### config.mk
export PLATFORM = sky130hd
export DESIGN_NAME = adc_sample_sequencer
export DESIGN_NICKNAME = d
export VERILOG_FILES = /design/src/rtl/adc_sample_sequencer.sv
export SDC_FILE = /design/constraint.sdc
export NUM_CORES = 1
export LEC_CHECK = 0
export CAP_MARGIN = 20
export CORE_MARGIN = 2
export CORE_UTILIZATION = 43
export DETAILED_ROUTE_END_ITERATION = 8
export HOLD_SLACK_MARGIN = 0.12
export PLACE_DENSITY = 0.76
export SKIP_CTS_REPAIR_TIMING = 1
export SKIP_LAST_GASP = 1
export SLEW_MARGIN = 20
export SYNTH_ARGS = -nofsm -noshare
export SYNTH_HDL_FRONTEND = slang
export SYNTH_SLANG_ARGS = --single-unit
export TNS_END_PERCENT = 20
### constraint.sdc
create_clock -name clk -period 2.4 [get_ports clk]
set_input_delay 0.48 -clock clk [delete_from_list [all_inputs] [get_ports clk]]
set_output_delay 0.48 -clock clk [all_outputs]
set_load 0.01 [all_outputs]
### src/rtl/adc_sample_sequencer.sv
// Conversion sequencer for an AD7606-style ADC: drives the control pins, waits out BUSY,
// reads NUM_CH words through the SPI master handshake and emits a tagged sample stream.
//
// state     | meaning
// ----------+-----------------------------------------------------------
// OFF       | disabled, control pins at reset values
// ARST      | ADC RESET pin held high for RESET_CYC clocks
// IDLE      | tracking cfg, waiting for sample_tick
// CNV       | CONVST held low for CONVST_LOW_CYC clocks
// WAIT_FALL | waiting for BUSY high then low, bounded by BUSY_TIMEOUT
// READ      | one SPI word read per channel
// DRAIN     | enable dropped with a read outstanding; wait for ack, discard
module adc_sample_sequencer #(
    parameter int NUM_CH         = 8,
    parameter int DATA_W         = 16,
    parameter int CONVST_LOW_CYC = 2,
    parameter int RESET_CYC      = 4,
    parameter int BUSY_TIMEOUT   = 1023
) (
    input  logic              clk,
    input  logic              reset_n,
    input  logic              enable,
    input  logic [2:0]        cfg_os,
    input  logic              cfg_range,
    input  logic              sample_tick,
    input  logic              adc_busy,
    output logic [6:0]        adc_ctrl,
    output logic              spi_req,
    input  logic              spi_ack,
    input  logic [DATA_W-1:0] spi_rdata,
    output logic              smp_valid,
    output logic [2:0]        smp_ch,
    output logic [DATA_W-1:0] smp_data,
    output logic              smp_last,
    output logic              overrun,
    output logic              timeout_err
);

    localparam int PH_MAX = (RESET_CYC > CONVST_LOW_CYC) ? RESET_CYC : CONVST_LOW_CYC;
    localparam int PH_W   = $clog2(PH_MAX + 1);
    localparam int TMO_W  = $clog2(BUSY_TIMEOUT + 1);
    localparam logic [2:0] LAST_CH = 3'(NUM_CH - 1);
    localparam logic [6:0] CTRL_RST = 7'b100_0001;

    typedef enum logic [2:0] {
        S_OFF,
        S_ARST,
        S_IDLE,
        S_CNV,
        S_WAIT_FALL,
        S_READ,
        S_DRAIN
    } state_t;

    state_t             state_q, state_d;
    logic [PH_W-1:0]    ph_q, ph_d;
    logic [TMO_W-1:0]   tmo_q, tmo_d;
    logic [2:0]         ch_q, ch_d;
    logic               busy_seen_q, busy_seen_d;

    logic               convst_d, rst_d, range_d;
    logic [2:0]         os_d;
    logic               spi_req_d, smp_valid_d, smp_last_d, overrun_d, timeout_err_d;
    logic [2:0]         smp_ch_d;
    logic [DATA_W-1:0]  smp_data_d;

    logic               acked;
    logic               busy_fall;

    assign acked     = spi_req && spi_ack;
    assign busy_fall = busy_seen_q && !adc_busy;

    always_ff @(posedge clk or negedge reset_n) begin : state_reg
        if (!reset_n) begin
            state_q     <= S_OFF;
            ph_q        <= '0;
            tmo_q       <= '0;
            ch_q        <= '0;
            busy_seen_q <= 1'b0;
            adc_ctrl    <= CTRL_RST;
            spi_req     <= 1'b0;
            smp_valid   <= 1'b0;
            smp_ch      <= '0;
            smp_data    <= '0;
            smp_last    <= 1'b0;
            overrun     <= 1'b0;
            timeout_err <= 1'b0;
        end else begin
            state_q     <= state_d;
            ph_q        <= ph_d;
            tmo_q       <= tmo_d;
            ch_q        <= ch_d;
            busy_seen_q <= busy_seen_d;
            adc_ctrl    <= {1'b1, os_d, range_d, rst_d, convst_d};
            spi_req     <= spi_req_d;
            smp_valid   <= smp_valid_d;
            smp_ch      <= smp_ch_d;
            smp_data    <= smp_data_d;
            smp_last    <= smp_last_d;
            overrun     <= overrun_d;
            timeout_err <= timeout_err_d;
        end
    end

    always_comb begin : next_state_comb
        state_d = state_q;
        case (state_q)
            S_OFF: begin
                if (enable) state_d = S_ARST;
            end
            S_ARST: begin
                if (!enable)          state_d = S_OFF;
                else if (ph_q == '0)  state_d = S_IDLE;
            end
            S_IDLE: begin
                if (!enable)          state_d = S_OFF;
                else if (sample_tick) state_d = S_CNV;
            end
            S_CNV: begin
                if (!enable)          state_d = S_OFF;
                else if (ph_q == '0)  state_d = S_WAIT_FALL;
            end
            S_WAIT_FALL: begin
                if (!enable)          state_d = S_OFF;
                else if (busy_fall)   state_d = S_READ;
                else if (tmo_q == '0) state_d = S_ARST;
            end
            S_READ: begin
                // An ack arriving with enable low is discarded like any drained word.
                if (!enable)                       state_d = (spi_req && !spi_ack) ? S_DRAIN : S_OFF;
                else if (acked && ch_q == LAST_CH) state_d = S_IDLE;
            end
            S_DRAIN: begin
                if (spi_ack) state_d = S_OFF;
            end
            default: state_d = S_OFF;
        endcase
    end

    always_comb begin : output_comb
        ph_d          = ph_q;
        tmo_d         = (tmo_q != '0) ? tmo_q - 1'b1 : tmo_q;
        ch_d          = ch_q;
        busy_seen_d   = busy_seen_q;
        convst_d      = 1'b1;
        rst_d         = 1'b0;
        os_d          = adc_ctrl[5:3];
        range_d       = adc_ctrl[2];
        spi_req_d     = 1'b0;
        smp_valid_d   = 1'b0;
        smp_ch_d      = '0;
        smp_data_d    = '0;
        smp_last_d    = 1'b0;
        overrun_d     = sample_tick &&
                        (state_q inside {S_CNV, S_WAIT_FALL, S_READ, S_DRAIN});
        timeout_err_d = 1'b0;

        // Config tracks the inputs only while idle; the tick cycle's value is the one frozen.
        if (state_q == S_IDLE) begin
            os_d    = cfg_os;
            range_d = cfg_range;
        end

        case (state_d)
            S_OFF: begin
                os_d    = '0;
                range_d = 1'b0;
            end
            S_ARST: begin
                rst_d         = 1'b1;
                ph_d          = (state_q == S_ARST) ? ph_q - 1'b1 : PH_W'(RESET_CYC - 1);
                timeout_err_d = (state_q == S_WAIT_FALL);
            end
            S_IDLE: begin
                if (state_q == S_READ) begin
                    smp_valid_d = 1'b1;
                    smp_ch_d    = ch_q;
                    smp_data_d  = spi_rdata;
                    smp_last_d  = 1'b1;
                end
            end
            S_CNV: begin
                convst_d = 1'b0;
                if (state_q == S_CNV) begin
                    ph_d        = ph_q - 1'b1;
                    busy_seen_d = busy_seen_q | adc_busy;
                end else begin
                    ph_d        = PH_W'(CONVST_LOW_CYC - 1);
                    tmo_d       = TMO_W'(BUSY_TIMEOUT - 1);
                    busy_seen_d = 1'b0;
                end
            end
            S_WAIT_FALL: begin
                busy_seen_d = busy_seen_q | adc_busy;
            end
            S_READ: begin
                if (state_q != S_READ) begin
                    ch_d      = '0;
                    spi_req_d = 1'b1;
                end else if (acked) begin
                    smp_valid_d = 1'b1;
                    smp_ch_d    = ch_q;
                    smp_data_d  = spi_rdata;
                    ch_d        = ch_q + 3'd1;
                end else begin
                    spi_req_d = 1'b1;
                end
            end
            S_DRAIN: begin
                spi_req_d = 1'b1;
            end
            default: ;
        endcase
    end

endmodule

# Word level (Yosys, flattened, before mapping)

Index checks and enable logic that the tools add are counted.

Mux-type cells: 48
Bitwise logic cells: 1
Equal/unequal tests: 14
Reduce and logical (&&, ||, !) cells: 18
Add/sub/neg operators: 3

Operators by type and width:

| kind                                                | count |
|---|---|
| 2-to-1 mux 3 bit                                    | 23 |
| 2-to-1 mux 16 bit                                   | 3 |
| case mux 16 bit (2 select lines)                    | 1 |
| 2-to-1 mux 10 bit                                   | 3 |
| equality test 3 bit, second input constant          | 7 |
| case mux 3 bit (7 select lines)                     | 1 |
| equality test 3 x 2 -> 1 bit, second input constant | 4 |
| 2-to-1 mux 1 bit                                    | 12 |
| case mux 3 bit (2 select lines)                     | 2 |
| logical NOT 10 bit                                  | 1 |
| nonzero test 10 bit                                 | 1 |
| subtractor 10 x 1 -> 10 bit, second input constant  | 1 |
| logical NOT 3 bit                                   | 3 |
| nonzero test 2 bit                                  | 4 |
| equality test 3 x 1 -> 1 bit, second input constant | 2 |
| case mux 1 bit (2 select lines)                     | 3 |
| logical AND 1 bit                                   | 5 |
| nonzero test 4 bit                                  | 1 |
| adder 3 x 1 -> 3 bit, second input constant         | 1 |
| inequality test 3 bit, second input constant        | 1 |
| subtractor 3 x 1 -> 3 bit, second input constant    | 1 |
| logical NOT 1 bit                                   | 2 |
| AND reduction 2 bit                                 | 1 |
| OR 1 bit                                            | 1 |

Word-level logic and storage cells: 98
Bits of input ports: 26
Flip-flop bits (word level): 50

# Longest topological paths before layout

Word-level depth: 7
Depth in mapped cells: 9
Gate-level depth less buffers: 8

# Worst setup path before layout

OpenSTA, ideal clock, no wires.

Path kind: register to register
From: reg tmo_q[0]
To: reg adc_ctrl[2]
Clock period less this slack: 2.147 ns
Buffers on the path: 0
Setup slack: 0.253 ns
Stages on the path, launching flop included: 9
Required time: 2.271 ns
Data arrival time: 2.018 ns
Path through: dfrtp_1 inv_1 ha_1 nor3b_1 and4_1 o22ai_2 or3b_1 a211oi_2 nor2_1

Cells in the longest elaborated chain, start to end: 7

RTL lines:

| what                                                          | line | RTL |
|---|---|---|
| start: declaration                                            | 57   | `logic [TMO_W-1:0] tmo_q, tmo_d;` |
| start signal: assignment                                      | 91   | `tmo_q <= tmo_d;` |
| logical NOT 10 bit (*)                                        | 126  | `else if (tmo_q == '0) state_d = S_ARST;` |
| 2-to-1 mux 3 bit (*)                                          | 126  |  |
| 2-to-1 mux 3 bit (*)                                          | 125  | `else if (busy_fall) state_d = S_READ;` |
| 2-to-1 mux 3 bit (*)                                          | 124  | `if (!enable) state_d = S_OFF;` |
| case mux 3 bit (7 select lines) (*)                           | 107  | `case (state_q)` |
| logical NOT 3 bit (*)                                         | 164  | `case (state_d)` |
| 2-to-1 mux 1 bit / nonzero test 2 bit (equally long branches) | -    |  |
| end signal: assignment                                        | 94   | `adc_ctrl <= {1'b1, os_d, range_d, rst_d, convst_d};` |
| end: declaration                                              | 27   | `output logic [6:0] adc_ctrl,` |

Every way passes the cells marked *; elsewhere a longest branch is shown, timed or not.
A chain may end at the register's enable or synchronous reset.

# Worst setup path after layout

From: reg ch_q[0]
To: reg smp_data[8]

Cells in the longest elaborated chain, start to end: 7

RTL lines:

| what                                                                       | line | RTL |
|---|---|---|
| start: declaration                                                         | 58   | `logic [2:0] ch_q, ch_d;` |
| start signal: assignment                                                   | 92   | `ch_q <= ch_d;` |
| equality test 3 bit (*)                                                    | 131  | `else if (acked && ch_q == LAST_CH) state_d = S_IDLE;` |
| logical AND 1 bit (*)                                                      | 131  |  |
| 2-to-1 mux 3 bit (*)                                                       | 131  |  |
| 2-to-1 mux 3 bit (*)                                                       | 130  | `if (!enable) state_d = (spi_req && !spi_ack) ? S_DRAIN : S_OFF;` |
| case mux 3 bit (7 select lines) (*)                                        | 107  |  |
| equality test 3 bit / equality test 3 x 2 -> 1 bit (equally long branches) | 164  |  |
| case mux 16 bit (2 select lines) (*)                                       | 164  |  |
| named net smp_data_d[8]                                                    | 65   | `logic [DATA_W-1:0] smp_data_d;` |
| end signal: assignment                                                     | 98   | `smp_data <= smp_data_d;` |
| end: declaration                                                           | 33   | `output logic [DATA_W-1:0] smp_data,` |

Mark *: on every way through the listed nets, which the timed path passes. The rest lies on a longest branch.

==> flow_summary_export.csv <==
group,metric,value,unit
logic_synthesis,postSynth.asyncResetShare,1.000,
logic_synthesis,ys_seq_area_frac,0.5482,
detailed_routing,drt_first_pass_iters,4,
logic_synthesis,synth_top_area_share,0.5367,
die,ios,57,
logic_synthesis,syn_area_per_cell,10.88,sq um
clocking,tritoncts,"yes",
cells_and_area,postLayoutCoreUtil,0.6039,
logic_synthesis,synth_cells,210,
logic_synthesis,ys_ff_latch,50,
job,drv_cap,0,
cells_and_area,final_cell_mix,"clkdlybuf4s50_1 (54), dfrtp_1 (49), and2_1 (21), nand2_1 (19), nor2_1 (12)",
clocking,insertion_delay,0.30,ns
clocking,cts.path.max_buffers,2,
clocking,cts-root-buf,"clkbuf_8",
detailed_routing,top_layer,"met4",
timing,final.min_clock_period,2.272,ns
timing,finalCritPeriodShare,0.9465,
detailed_routing,vias_per_cell,4.948,
timing,hold_viol_final,0,
logic_synthesis,netlist_area,0.002285,sq mm
cells_and_area,antennaDiodeCount,0,
timing,worst_pin_slew,0.5818,ns
clocking,clk_pin_slew,0.09,ns
logic_synthesis,syn_nets,241,
worst_setup_path,required,2.59,ns
die,die_w,76.89,um
worst_setup_path,crit_type,"reg2reg",
detailed_routing,met3WireLength,189,um
cells_and_area,final_common_cell,"clkdlybuf4s50_1",
worst_setup_path,cp_max_fo,20,
global_routing,grt_util_all_layers,0.1561,
global_routing,grt_pass1_wl,7438,um
cells_and_area,fin_cells,345,
cells_and_area,fin_nets,306,
power_and_ir_drop,power.total,1.951,mW
power_and_ir_drop,power_density,632.7,mW/mm^2
timing,fmax,0.4402,GHz
timing,grt_setup_unrepaired,"true",
worst_setup_path,crit_top_cell,"ha_1",
die,die_area,0.005912,sq mm
die,die_height,76.89,um
cells_and_area,fill_cells,418,
worst_setup_path,crit_path_max_incr_delay,0.41,ns
clocking,cts_sinks,50,
logic_synthesis,yosys-top-cells-area,"dfrtp_1 (54%), and2_1 (5.8%), nand2_1 (3.1%)",
detailed_routing,wirelength,4379,um
cells_and_area,final_layout_size_suffix_gt1_frac,0.1127,
global_routing,antenna_found_initial,0,
global_routing,grt_overflow,0,
die,std_cell_rows,26,
power_and_ir_drop,vdd_drop_max,0.2791,mV
worst_setup_path,crit_buf_inv,1,
die,initial_core_util,0.4473,
status,outcome,"completed",
logic_synthesis,ys_warn_count,0,
worst_setup_path,startpoint_type,"register",
detailed_routing,wl_per_cell,12.69,um
placed_design,pre_cts_ws,-0.03982,ns
worst_setup_path,cp_cell_sequence,"ha_1 > ha_1 > and3_1 > o221ai_1 > nand4_1 > nand2b_1 > a21oi_1 > buf_4 > and2_1",
hold_path,hold_path_class,"in2async",
logic_synthesis,synth_flop_cell,"dfrtp_1",
clocking,cts_buffers,5,
placed_design,gp_congestion,0.8236,
power_and_ir_drop,p_leak,1.392,nW
logic_synthesis,synth_cell_types,55,
detailed_routing,dr_total_vias,1707,
detailed_routing,ant_nets,0,
worst_setup_path,cp_slowest_cell,"dfrtp_1",
placed_design,placed_cells,338,
worst_setup_path,cp-end-kind,"register",
detailed_routing,drcViolationCount,0,
timing,slew_headroom,0.6121,
cells_and_area,syn_to_final_growth,34.99,%
timing,final_max_slew_viol_count,0,
die,fp.coreArea,0.005107,sq mm
global_routing,grt_start_max_net_pins,27,
worst_setup_path,crit_family,"simple AND/OR/NAND/NOR gates",
placed_design,port_buffers,55,
placed_design,hpwl,3262,um
timing,worst_slack,0.1284,ns
clocking,cts_max_level,2,
detailed_routing,first_iter_violations,65,
logic_synthesis,synth_area_leader_cell,"dfrtp_1",
worst_setup_path,crit_arrival,2.46,ns
timing,clock_skew,0.007486,ns
timing,setup_viol,0,
logic_synthesis,synth_edf_count,0,
detailed_routing,wl_met2,2202,um
global_routing,grt_pass1_vias,1680,
detailed_routing,drt-met1-wl,1925,um
routing by layer:
| metal | track usage | vias up |
|---|---|---|
| li1 | - | 847 |
| met1 | 0.1875 | 818 |
| met2 | 0.2719 | 35 |
| met3 | 0.04471 | 7 |
| met4 | 0.04545 | 0 |
| met5 | 0 | - |
state kept, by name, indices dropped and copies added, names as in the netlist:
register	count
adc_ctrl	6
busy_seen_q	1
ch_q	3
overrun	1
ph_q	3
smp_ch	3
smp_data	16
smp_last	1
smp_valid	1
spi_req	1
state_q	3
timeout_err	1
tmo_q	10
worst register-to-register path, delay by kind of cell (launching register included):
| kind | cells | cell delay [ns] |
|---|---|---|
| flip-flops | 1 | 0.41 |
| adder cells (fa/ha/maj) | 2 | 0.42 |
| AND/OR/NAND/NOR | 4 | 0.90 |
| AO/OA/AOI/OAI | 2 | 0.24 |
| buffers and inverters | 1 | 0.19 |
worst paths after layout:
| path | startpoint | to | slack [ns] | depth (start not counted) |
|---|---|---|---|---|
| worst max register to register | ch_q[0] | smp_data[8] | 0.13 | 9 |
| max in group asynchronous | reset_n | ph_q[1] | 1.70 | 2 |
| worst max-delay path | ch_q[0] | smp_data[8] | 0.13 | 9 |
| worst min register to register | adc_ctrl[4] | adc_ctrl[4] | 0.53 | 2 |
| worst min-delay path | reset_n | tmo_q[4] | 0.16 | 1 |
| min in group clk | adc_ctrl[4] | adc_ctrl[4] | 0.53 | 2 |
layout make-up:
cell class	count	area, sq um	share of cell area
clock buffers	5	68.82	0.02231
well taps	70	87.58	0.02840
inverters	9	33.78	0.01095
clock inverters	2	38.79	0.01258
multi-input cells	143	962.2	0.3120
repair buffers	66	640.6	0.2077
flip-flops and latches	50	1252	0.4061
Yosys cell counts, types with 2 or more instances:
| library cell | count |
|---|---|
| a21oi_1 | 7 |
| xor2_1 | 5 |
| buf_2 | 2 |
| nor2_1 | 12 |
| dfrtp_1 | 49 |
| a21o_1 | 2 |
| inv_1 | 8 |
| nor3_1 | 4 |
| nand2_1 | 19 |
| and2_1 | 21 |
| nand4_1 | 2 |
| clkbuf_1 | 4 |
| o21ai_0 | 7 |
| nand2b_1 | 4 |
| nand3_1 | 5 |
| mux2i_1 | 6 |
| and4_1 | 2 |
| ha_1 | 5 |
| nand3b_1 | 3 |
| nor2b_1 | 5 |
| a31oi_1 | 3 |
| a22o_1 | 2 |
per-stage QoR:
stage                     instance area [sq um]  setup TNS, ns  hold WS (ns)
after detailed placement                   2977        -0.7727        0.5095
after global routing                       3084       -0.02548        0.2070
final                                      3084              0        0.1618
after floorplan                            2285              0        0.1844
after global placement                     2977        -0.1827        0.5083
after CTS                                  3084              0        0.1891
cells by family (layout without fill, tap and decap cells):
| family | after synthesis | after routing | share of synthesized area |
|---|---|---|---|
| buffers and inverters | 17 | 82 | 0.03066 |
| XOR/XNOR | 6 | 6 | 0.02300 |
| adder cells (fa/ha/maj) | 5 | 5 | 0.02738 |
| flip-flops | 50 | 50 | 0.5482 |
| AND/OR/NAND/NOR | 91 | 91 | 0.2339 |
| AO/OA/AOI/OAI | 33 | 33 | 0.1041 |
| other | 1 | 1 | 0.001641 |
| multiplexers | 7 | 7 | 0.03122 |
report_power, final:
part	leakage, nW	switching [mW]	internal (mW)	total [mW]
clock network	0.0542	0.267	0.306	0.574
registers	0.652	0.0977	0.933	1.03
logic	0.685	0.166	0.182	0.347
total	1.39	0.530	1.42	1.95
Note: power is estimated with default switching activity, not from simulation.
